==> src/rtl/imem_arb.sv <==
// imem_arb: single-port instruction memory arbiter between boot loader and fetch, with loader starvation guard
module imem_arb #(
    parameter int DEPTH      = 64,
    parameter int STARVE_MAX = 4
) (
    input  logic                     clk,
    input  logic                     rst_n,
    input  logic                     f_req,
    input  logic [31:0]              f_addr,
    output logic                     f_gnt,
    output logic                     f_rvalid,
    output logic [31:0]              f_rdata,
    output logic                     f_err,
    input  logic                     l_req,
    input  logic [31:0]              l_addr,
    input  logic [31:0]              l_wdata,
    input  logic                     l_last,
    output logic                     l_gnt,
    output logic                     l_err,
    output logic                     mem_en,
    output logic                     mem_we,
    output logic [$clog2(DEPTH)-1:0] mem_addr,
    output logic [31:0]              mem_wdata,
    input  logic [31:0]              mem_rdata,
    output logic                     boot_done
);
    localparam int AW = $clog2(DEPTH);
    localparam int CW = $clog2(STARVE_MAX + 1);
    typedef enum logic {BOOT, RUN} state_t;
    state_t        state, state_nx;
    logic [CW-1:0] cnt, cnt_nx;
    logic          f_ok, l_ok, force_l, f_mem, l_mem;
    logic [31:0]   rd_q;
    assign f_ok    = f_addr[1:0] == 2'b00 && f_addr < 32'(4 * DEPTH);
    assign l_ok    = l_addr[1:0] == 2'b00 && l_addr < 32'(4 * DEPTH);
    assign force_l = cnt == CW'(STARVE_MAX);
    always_ff @(posedge clk or negedge rst_n) begin
        if (!rst_n) begin
            state <= BOOT;
            cnt   <= '0;
        end else begin
            state <= state_nx;
            cnt   <= cnt_nx;
        end
    end
    always_comb begin
        state_nx = (state == BOOT && l_gnt && l_last) ? RUN : state;
        cnt_nx   = (state == RUN && l_req && !l_gnt) ? cnt + 1'b1 : '0;
    end
    always_comb begin
        f_gnt     = rst_n && state == RUN && f_req && !force_l;
        l_gnt     = rst_n && l_req && (state == BOOT || !f_req || force_l);
        f_mem     = f_gnt && f_ok;
        l_mem     = l_gnt && l_ok;
        mem_en    = f_mem || l_mem;
        mem_we    = l_mem;
        mem_addr  = f_mem ? f_addr[AW+1:2] : l_mem ? l_addr[AW+1:2] : '0;
        mem_wdata = l_mem ? l_wdata : '0;
        boot_done = state == RUN;
        f_rdata   = (f_rvalid && !f_err) ? mem_rdata : rd_q;
    end
    // rd_q keeps the last delivered word so f_rdata holds between responses
    always_ff @(posedge clk or negedge rst_n) begin
        if (!rst_n) begin
            f_rvalid <= 1'b0;
            f_err    <= 1'b0;
            l_err    <= 1'b0;
            rd_q     <= '0;
        end else begin
            f_rvalid <= f_gnt;
            f_err    <= f_gnt && !f_ok;
            l_err    <= l_gnt && !l_ok;
            rd_q     <= (f_gnt && !f_ok) ? '0 : f_rdata;
        end
    end
endmodule

==> config.mk <==
export PLATFORM = sky130hd
export DESIGN_NAME = imem_arb
export DESIGN_NICKNAME = d
export VERILOG_FILES = /design/src/rtl/imem_arb.sv
export SDC_FILE = /design/constraint.sdc
export NUM_CORES = 1
export LEC_CHECK = 0
export ABC_CLOCK_PERIOD_IN_PS = 5210
export CAP_MARGIN = 20
export CELL_PAD_IN_SITES_DETAIL_PLACEMENT = 1
export CELL_PAD_IN_SITES_GLOBAL_PLACEMENT = 2
export CORE_ASPECT_RATIO = 0.8
export CORE_UTILIZATION = 16
export CTS_CLUSTER_SIZE = 8
export DETAILED_ROUTE_END_ITERATION = 10
export GPL_TIMING_DRIVEN = 0
export PLACE_DENSITY = 0.95
export SLEW_MARGIN = 5
export SYNTH_ARGS = -nofsm -noshare
export SYNTH_HDL_FRONTEND = slang
export SYNTH_SLANG_ARGS = --single-unit
==> constraint.sdc <==
create_clock -name clk -period 5.21 [get_ports clk]
set_input_delay 1.3025 -clock clk [delete_from_list [all_inputs] [get_ports clk]]
set_output_delay 1.3025 -clock clk [all_outputs]
set_load 0.1 [all_outputs]
==> impl_results.md <==
* CTS tree: done
* Outcome: finished, final reports clean
* Routed Antenna Nets at 0
* CP required at 3.91 ns
* Startpoint Class: input port
* CTS buffer count at 5
* Setup crit end kind: output port
* Die Wd at 131 µm
* GP Congestion at 0.888
* #FFs+latches synth at 39
* H-Tree Depth at 2
* Avg WL per Cell at 16.5 µm
* Synthesized area per cell at 10.7 µm²
* Slew Limit Fails at 0
* Via count at 2364
* Synthesized cell area at 0.00214 mm²
* Slew margin rel. at 0.316
* Largest net degree at the start of global routing at 36
* Tmin final at 5.03 ns
* Clock latency on the worst-skew pair at 0.28 ns
* Vias per cell at 3.99
* Starting density of the core at 0.165
* Setup ws final at 0.180 ns
* Fmax at 199 MHz
* # IOs at 211
* Max VDD drop at 0.000189 V
* Internal power at 0.000780 W
* Critical path's slowest cell: dlygate4sd2_1
* Crit path kind: input port to output port
* Worst path cell trace: clkdlybuf4s50_1, nor4_1, nand4_1, nor3_4, and2_1, dlygate4sd2_1
* Floorplan row count at 37
* Detail Route met3 WL at 665 µm
* Min-Delay Path Class: flip-flop to flip-flop
* Slowest Stage Delay on Critical Path at 0.85 ns
* Initial antenna violation count at 0
* DRC errors left at 0
* Worst-Margin Slew at 1.02 ns
* Fin util at 0.348
* Die area at 0.0139 mm²
* Final Net Count at 553
* Core Area at 0.0130 mm²
* Design area at 0.00451 mm²
* Clock skew at 0.00692 ns
* Data arrival time of the worst path at 3.73 ns
* Post-cts hold buffer count at 0
* HPWL after detailed placement at 8090 µm
* Setup Viol. Count Final at 0
* MaxCap Viol Count at 0
* Synth Instances at 200
* Clock Pin Slew Worst Setup and Hold Paths at 0.05 ns
* Clock Path Buffers at 2
* Post-CTS setup buffers at 0
* Drt first pass iters at 4
* Combinational Power Share at 0.477
* Post-Route M1 WL at 4060 µm
* Routed WL at 9760 µm
* Mapped Nets at 335
* Area grow syn2layout at 110%
* TNS Setup at 0 ns
* Clock power frac at 0.257
* CP max FO at 10
* Seq/Total Area, Yosys at 0.455
* WL met2 at 4990 µm
* Global-route wire length before repair at 14900 µm
* Clock sink count at 39
* GRT Total Usage at 0.139
* Flop pwr share at 0.266
* Port buffer count at 210
* Max layer used: met4
* DRT iter0 DRCs at 35
* Yosys cell types at 27
* Fillers at 1503
* Vias in the first global route at 2678
* Leak pwr at 1.95 nW
* Die Ht at 106 µm
* Inserted Diodes at 0
* CTS Root Cell: clkbuf_16
* Final Hold Vio Count at 0
* Pwr dens at 293 mW/mm²
* Post-place setup slack at -0.339 ns
* Area after DPL at 0.00448 mm²
* Share of cells above drive strength 1 at 0.199
* Sw Ratio at 0.410
* Net switching power at 0.000541 W
* Final period util at 0.965
* Total gr overflow at 0
* Syn. warnings at 0
* Unrepaired setup endpoints after global routing: no
-- state kept, by name (all words and copies together) (netlist names) --
register	flops
rd_q	32
cnt	3
boot_done	1
l_err	1
f_err	1
f_rvalid	1
-- worst paths after layout --
check,end,startpoint,depth (start not counted),slack [ns]
worst min register to register,cnt[0],cnt[0],1,0.48
worst min-delay path,cnt[0],cnt[0],1,0.48
min in group asynchronous,rd_q[9],rst_n,1,0.88
worst max register to register,rd_q[19],cnt[0],8,3.07
max in group asynchronous,rd_q[30],rst_n,2,3.87
worst max-delay path,mem_wdata[0],l_addr[1],6,0.18
-- stage by stage --
| step | hold WS, ns | total power (W) | cells |
|---|---|---|---|
| floorplan | 0.432 | 0.000771 | 200 |
| global placement | 0.445 | 0.000980 | 585 |
| detailed placement | 0.472 | 0.000990 | 586 |
| CTS | 0.483 | 0.00134 | 593 |
| global route | 0.523 | 0.00137 | 593 |
| finish | 0.483 | 0.00132 | 593 |
-- critical path: cells and delay by family --
| family | cells | cell delay [ns] |
|---|---|---|
| buf+inv | 2 | 1.25 |
| simple gates | 4 | 1.18 |
-- timing repair --
item	CTS	global route
cloned	0	0
endpoints found under the hold margin	0	0
gates resized for setup	64	46
endpoints found under the setup margin	40	29
-- placed cells by master, fill, tap and decap left out --
master and instances:
buf_1 1, inv_1 4, and2_1 33, clkbuf_1 3, nand2_1 8, clkdlybuf4s15_1 2
nand2b_1 1, a21boi_0 1, ha_1 2, xnor2_1 1, buf_6 3, nor2b_1 31
or2_2 2, nand3_1 3, buf_2 6, a32o_1 3, nor2_1 6, nor4_1 12
dfrtp_1 39, and4_1 1, mux2_1 4, nor3_4 1, o22ai_1 3, bufinv_16 1
clkbuf_2 27, dlygate4sd2_1 4, clkbuf_16 5, nand4_1 2, mux2_2 28, o21a_1 1
a21o_1 1, clkdlybuf4s50_1 169, a31o_2 2, buf_12 1, clkdlybuf4s15_2 7
-- area by class of cell --
type / count / area [µm²] / share of cell area
flip-flops and latches: 39 / 976 / 0.217
clock inverters: 1 / 30.0 / 0.00666
well taps: 175 / 219 / 0.0486
multi-input cells: 146 / 1080 / 0.240
plain buffers: 11 / 70.1 / 0.0155
clock buffers: 6 / 129 / 0.0286
inverters: 4 / 15.0 / 0.00333
repair buffers: 211 / 1990 / 0.441
-- cells in the mapped netlist --
| library cell | n | area share |
|---|---|---|
| inv_1 | 4 | 0.0070 |
| nor4_1 | 12 | 0.035 |
| nor2b_1 | 31 | 0.090 |
| buf_6 | 3 | 0.016 |
| nand2b_1 | 1 | 0.0029 |
| clkbuf_1 | 2 | 0.0035 |
| and4_1 | 1 | 0.0041 |
| nand2_1 | 8 | 0.014 |
| nor2_1 | 6 | 0.011 |
| and2_1 | 33 | 0.096 |
| o22ai_1 | 3 | 0.0088 |
| a21boi_0 | 1 | 0.0035 |
| nand4_1 | 2 | 0.0058 |
| a21o_1 | 1 | 0.0035 |
| or2_2 | 2 | 0.0058 |
| buf_2 | 5 | 0.012 |
| a31o_2 | 2 | 0.0082 |
| buf_1 | 1 | 0.0017 |
| ha_1 | 2 | 0.012 |
| mux2_1 | 4 | 0.021 |
| o21a_1 | 1 | 0.0035 |
| a32o_1 | 3 | 0.014 |
| xnor2_1 | 1 | 0.0041 |
| nor3_4 | 1 | 0.0076 |
| nand3_1 | 3 | 0.0070 |
| mux2_2 | 28 | 0.15 |
| dfrtp_1 | 39 | 0.46 |
-- cells by family (layout without fill, tap and decap cells) --
logic type,Yosys count,count (layout),synth area share
flops,39,39,0.455
compound gates,11,11,0.0415
simple gates,100,100,0.280
xor+xnor,1,1,0.00409
fa+ha+maj,2,2,0.0117
buf+inv,15,233,0.0397
mux,32,32,0.168
-- power by group through the flow --
| stage | combinational, W | clock [W] | sequential [W] |
|---|---|---|---|
| after CTS | 0.000635 | 0.000356 | 0.000352 |
| final | 0.000630 | 0.000339 | 0.000352 |
| after global placement | 0.000625 | 0 | 0.000355 |
| after detailed placement | 0.000632 | 0 | 0.000357 |
| after global routing | 0.000655 | 0.000365 | 0.000355 |
| after floorplan | 0.000407 | 0 | 0.000363 |
-- metal layers --
layer	GRT usage	vias to the layer above
met2	0.257	110
met3	0.0394	2
met1	0.161	1138
li1	-	1114
met4	0.0199	0
met5	0	-
No activity file was read; power rests on OpenSTA's default activity.
